### src/rtl/dmem_ctrl_v.sv
// dmem_ctrl_v: MEM-stage data memory controller.
// Takes one load/store from the MEM stage, holds the pipeline while the
// memory request is outstanding, and returns extended load data for WB.
// Misaligned/malformed accesses are squashed with an error pulse, and
// accesses that never see an ack are abandoned after TIMEOUT wait cycles.
module dmem_ctrl_v #(
  parameter int TIMEOUT = 16
) (
  input  logic        clk,
  input  logic        reset,
  input  logic        mem_isValid,
  input  logic        mem_mem_read,
  input  logic        mem_mem_write,
  input  logic [2:0]  mem_funct3,
  input  logic [31:0] mem_aluResult,
  input  logic [31:0] mem_storeData,
  output logic        dmem_req,
  output logic        dmem_we,
  output logic [31:0] dmem_addr,
  output logic [31:0] dmem_wdata,
  output logic [3:0]  dmem_wstrb,
  input  logic [31:0] dmem_rdata,
  input  logic        dmem_ack,
  output logic        stall,
  output logic        wb_valid,
  output logic [31:0] mem_memResult,
  output logic        access_err,
  output logic        timeout_err
);

  typedef enum logic [1:0] {S_IDLE, S_WAIT, S_RESP} state_t;

  // Access attributes the load-extension path needs once the ack arrives.
  typedef struct packed {
    logic [1:0] off;
    logic [2:0] f3;
  } lat_t;

  localparam logic [7:0] CNT_LAST = 8'(TIMEOUT - 1);

  state_t      state, state_nxt;
  lat_t        lat;
  logic [7:0]  cnt;
  logic        is_rw, illegal;
  logic        wait_done, wait_tmo;
  logic [31:0] st_wdata;
  logic [3:0]  st_wstrb;
  logic [31:0] ld_ext;
  logic [7:0]  ld_byte;
  logic [15:0] ld_half;

  assign is_rw     = mem_mem_read | mem_mem_write;
  assign wait_tmo  = !dmem_ack && (cnt == CNT_LAST);
  assign wait_done = dmem_ack || wait_tmo;

  // Classify the MEM-stage access as malformed or misaligned.
  always_comb begin
    illegal = 1'b0;
    if (mem_mem_read && mem_mem_write)                            illegal = 1'b1;
    if (mem_funct3 == 3'b011 || mem_funct3 == 3'b110 ||
        mem_funct3 == 3'b111)                                     illegal = 1'b1;
    if (mem_mem_write && mem_funct3[2])                           illegal = 1'b1;
    if (mem_funct3[1:0] == 2'b01 && mem_aluResult[0])             illegal = 1'b1;
    if (mem_funct3[1:0] == 2'b10 && mem_aluResult[1:0] != 2'b00)  illegal = 1'b1;
  end

  // Store lane replication and byte strobes.
  always_comb begin
    st_wdata = mem_storeData;
    st_wstrb = 4'b1111;
    case (mem_funct3[1:0])
      2'b00: begin
        st_wdata = {4{mem_storeData[7:0]}};
        st_wstrb = 4'b0001 << mem_aluResult[1:0];
      end
      2'b01: begin
        st_wdata = {2{mem_storeData[15:0]}};
        st_wstrb = mem_aluResult[1] ? 4'b1100 : 4'b0011;
      end
      default: begin
        st_wdata = mem_storeData;
        st_wstrb = 4'b1111;
      end
    endcase
  end

  // Select the addressed lane of the read word and extend it.
  always_comb begin
    ld_byte = dmem_rdata[8*lat.off +: 8];
    ld_half = lat.off[1] ? dmem_rdata[31:16] : dmem_rdata[15:0];
    case (lat.f3)
      3'b000:  ld_ext = {{24{ld_byte[7]}}, ld_byte};
      3'b001:  ld_ext = {{16{ld_half[15]}}, ld_half};
      3'b100:  ld_ext = {24'h0, ld_byte};
      3'b101:  ld_ext = {16'h0, ld_half};
      default: ld_ext = dmem_rdata;
    endcase
  end

  // Next state plus the combinational pipeline handshake.
  always_comb begin
    state_nxt = state;
    stall     = 1'b0;
    wb_valid  = 1'b0;
    case (state)
      S_IDLE: begin
        if (mem_isValid) begin
          if (!is_rw) begin
            wb_valid = 1'b1;
          end else if (!illegal) begin
            stall     = 1'b1;
            state_nxt = S_WAIT;
          end
        end
      end
      S_WAIT: begin
        stall = 1'b1;
        if (wait_done) state_nxt = S_RESP;
      end
      S_RESP: begin
        wb_valid  = 1'b1;
        state_nxt = S_IDLE;
      end
      default: state_nxt = S_IDLE;
    endcase
    if (reset) begin
      stall    = 1'b0;
      wb_valid = 1'b0;
    end
  end

  // State, request latch, wait counter, result and error pulses.
  always_ff @(posedge clk) begin
    if (reset) begin
      state         <= S_IDLE;
      cnt           <= 8'd0;
      lat           <= '0;
      dmem_req      <= 1'b0;
      dmem_we       <= 1'b0;
      dmem_addr     <= 32'h0;
      dmem_wdata    <= 32'h0;
      dmem_wstrb    <= 4'h0;
      mem_memResult <= 32'h0;
      access_err    <= 1'b0;
      timeout_err   <= 1'b0;
    end else begin
      state       <= state_nxt;
      access_err  <= 1'b0;
      timeout_err <= 1'b0;
      case (state)
        S_IDLE: begin
          if (mem_isValid && is_rw) begin
            if (illegal) begin
              access_err <= 1'b1;
            end else begin
              dmem_req   <= 1'b1;
              dmem_we    <= mem_mem_write;
              dmem_addr  <= {mem_aluResult[31:2], 2'b00};
              dmem_wdata <= mem_mem_write ? st_wdata : 32'h0;
              dmem_wstrb <= mem_mem_write ? st_wstrb : 4'h0;
              lat.off    <= mem_aluResult[1:0];
              lat.f3     <= mem_funct3;
              cnt        <= 8'd0;
            end
          end
        end
        S_WAIT: begin
          if (wait_done) begin
            dmem_req      <= 1'b0;
            dmem_we       <= 1'b0;
            cnt           <= 8'd0;
            timeout_err   <= wait_tmo;
            mem_memResult <= (dmem_ack && !dmem_we) ? ld_ext : 32'h0;
          end else begin
            cnt <= cnt + 8'd1;
          end
        end
        default: ;
      endcase
    end
  end

endmodule

### config.mk
export PLATFORM = sky130hd
export DESIGN_NAME = dmem_ctrl_v
export DESIGN_NICKNAME = d
export VERILOG_FILES = /design/src/rtl/dmem_ctrl_v.sv
export SDC_FILE = /design/constraint.sdc
export NUM_CORES = 1
export LEC_CHECK = 0
export ABC_CLOCK_PERIOD_IN_PS = 3140
export BUFFER_PORTS_ARGS = -buffer_cell sky130_fd_sc_hd__buf_2
export CORE_ASPECT_RATIO = 0.7
export CORE_UTILIZATION = 45
export DETAILED_ROUTE_END_ITERATION = 10
export PLACE_DENSITY = 0.75
export SYNTH_ARGS = -nofsm -noshare
export SYNTH_HDL_FRONTEND = slang
export SYNTH_SLANG_ARGS = --single-unit
### constraint.sdc
create_clock -name clk -period 3.14 [get_ports clk]
set_input_delay 0.157 -clock clk [delete_from_list [all_inputs] [get_ports clk]]
set_output_delay 0.157 -clock clk [all_outputs]
set_load 0.02 [all_outputs]
==> flow_summary.ini <==
[grt]
grt_max_degree = 57
overflow = 0
grt_pass1_wl_um = 25500
grt_pass1_vias = 5184
antenna_found_initial = 0
grt_usage_pct = 27.1

[hold_path]
hp-class = in -> reg
holdPathStages = 3

[logic_synthesis]
ys_ff_latch = 117
syn_area_um2 = 5210
yosys_warnings = 0
syn-mean-instance-area_um2 = 8.56
ys.flop_type = dfxtp_1
synth_area_leaders = dfxtp_1 45%, nand2_1 11%, a21oi_1 6.5%
async_flop_share_pct = 0
yosys.area.top_type = dfxtp_1
synth_top_area_share_pct = 45.0
synth_seq_area_share_pct = 45.0
synthTopCellsByCount = 148 x nand2_1, 117 x dfxtp_1, 68 x a21oi_1
synth_cells = 608
yosysMostFrequentCell = nand2_1
synth-edff-count = 0
synth_cell_types = 52

[timing]
finalClockSkew_ps = 13.0
fmax_mhz = 400
setup_tns_ps = 0
setup_viol = 0
hold_viol_final = 0
timing.hold.ws_ps = 7.22
min_period_ps = 2500
tightestPinTransition_ps = 1250
slew_headroom_pct = 16.0
slew_viol_final = 0
finalCritPeriodShare_pct = 79.6
rsz0062_at_grt = false

[floorplanning]
core_area_um2 = 11100
die_h_um = 92.0
dieArea_um2 = 12000
rows = 32
die_w_um = 131
ioPinCount = 211
start_util_pct = 46.8

[placement]
dp.cells = 930
dpl_cell_area_um2 = 6250
port_buffers = 208
dpl.hpwl_um = 10800
gp_congestion = 0.907

[job]
drv_cap = 0

[clock_network]
cts_made_buffers = 17
postCtsSetupBuffers = 0
clock_latency_ps = 410
cts.sinks = 117
clk_pin_slew_ps = 60
cts_root_buf = clkbuf_16
cts_tree = done
htree_num_levels = 4
clockBufferDepth = 2

[finish]
diodes = 0
fin_util_pct = 63.7
nets = 930
final_cell_count_no_fill = 990
fin_area_um2 = 7090
drive_above_1_share_pct = 32.6
syn_to_final_growth_pct = 36.1

[route]
wl_per_cell_um = 16.1
final_antenna_net_count = 0
routed_wl_um = 15900
drt_iter0_drc = 338
dr.pass1.iters = 5
vias = 5383
drc = 0
viasPerCell = 5.44

[critical_path]
crit_path_start_kind = flop
worst_ep_arrival_time_ps = 2820
endpoint_kind = flop
worstSetupPathType = reg -> reg
crit_required_ps = 3460
path_max_fanout = 13
r2r_cells = 6

[run_status]
outcome = finished, final reports clean

[power_and_ir_drop]
p_leak_uw = 0.00317
ir_drop_mv = 0.431
power.density_nw_per_um2 = 530
## report_power, final
group / internal [uW] / switching [uW]
combinational: 165 / 242
clock: 1090 / 717
sequential: 1520 / 19.5
## metal layers
layer / wire (um) / vias up / part of all wire (%) / track usage, %
met5: 0 / - / 0 / 0
met4: 251 / 0 / 1.6 / 9.48
met3: 1400 / 29 / 8.8 / 7.88
met2: 7410 / 259 / 47 / 41.8
met1: 6830 / 2522 / 43 / 35.9
li1: - / 2573 / - / -
## sequential cells by signal, indices dropped and copies added (netlist names)
signal and count:
dmem_addr 30, access_err 1, timeout_err 1, dmem_wstrb 4, dmem_wdata 32, dmem_we 1
lat 5, mem_memResult 32, dmem_req 1, state 2, cnt 8
## kinds of logic after synthesis
logic type / count (synthesis) / synth area share [%]
compound gates: 164 / 21.1
fa+ha+maj: 1 / 0.240
buf+inv: 55 / 5.72
flops: 117 / 45.0
mux: 33 / 6.80
other cells: 1 / 0.0720
simple gates: 237 / 21.1
## through the flow
| step | power [uW] | setup slack, ps |
|---|---|---|
| after floorplan | 1800 | 1120 |
| after global placement | 1930 | 843 |
| after detailed placement | 1940 | 678 |
| after CTS | 3770 | 688 |
| after global routing | 3880 | 401 |
| final | 3750 | 640 |
## layout make-up
type	count	area, um^2
sequential	117	2340
clock inverter	14	126
fill	949	4050
multi-input combinational	437	2580
tap	153	191
clock buffer	18	429
timing repair buffer	246	1400
inverter	5	18.8
## worst max-delay path, stage by stage, from the launching register on
cell and delay [ps]:
dfxtp_1 350, ha_1 260, nand4b_1 170, nor4_1 100, nor3_1 960, o21ai_0 260, a311oi_1 310
## placed cells by master (no fill, tap or decap), types with 10 or more instances in the layout
master         count
a21oi_1           68
a22o_1            25
buf_2            208
buf_4             10
clkbuf_16         17
dfxtp_1          117
dlygate4sd3_1     28
mux2i_1           23
nand2_1          147
nand3_1           17
nor2_1            25
o21ai_0           21
o2bb2ai_1         16
## worst paths after layout
kind                    start            to  slack [ps]
max                    cnt[0]        cnt[5]         640
min          mem_aluResult[9]  dmem_addr[9]           7
max reg2reg            cnt[0]        cnt[5]         640
min reg2reg      dmem_addr[5]  dmem_addr[5]         450
## what timing repair did
| item | 4_1_cts | 5_1_grt |
|---|---|---|
| gates resized for setup | 0 | 0 |
| endpoints found under the hold margin | 28 | 0 |
| hold buffers | 28 | 0 |
| setup endpoints to repair | 0 | 0 |
Note: power is estimated with default switching activity, not from simulation.
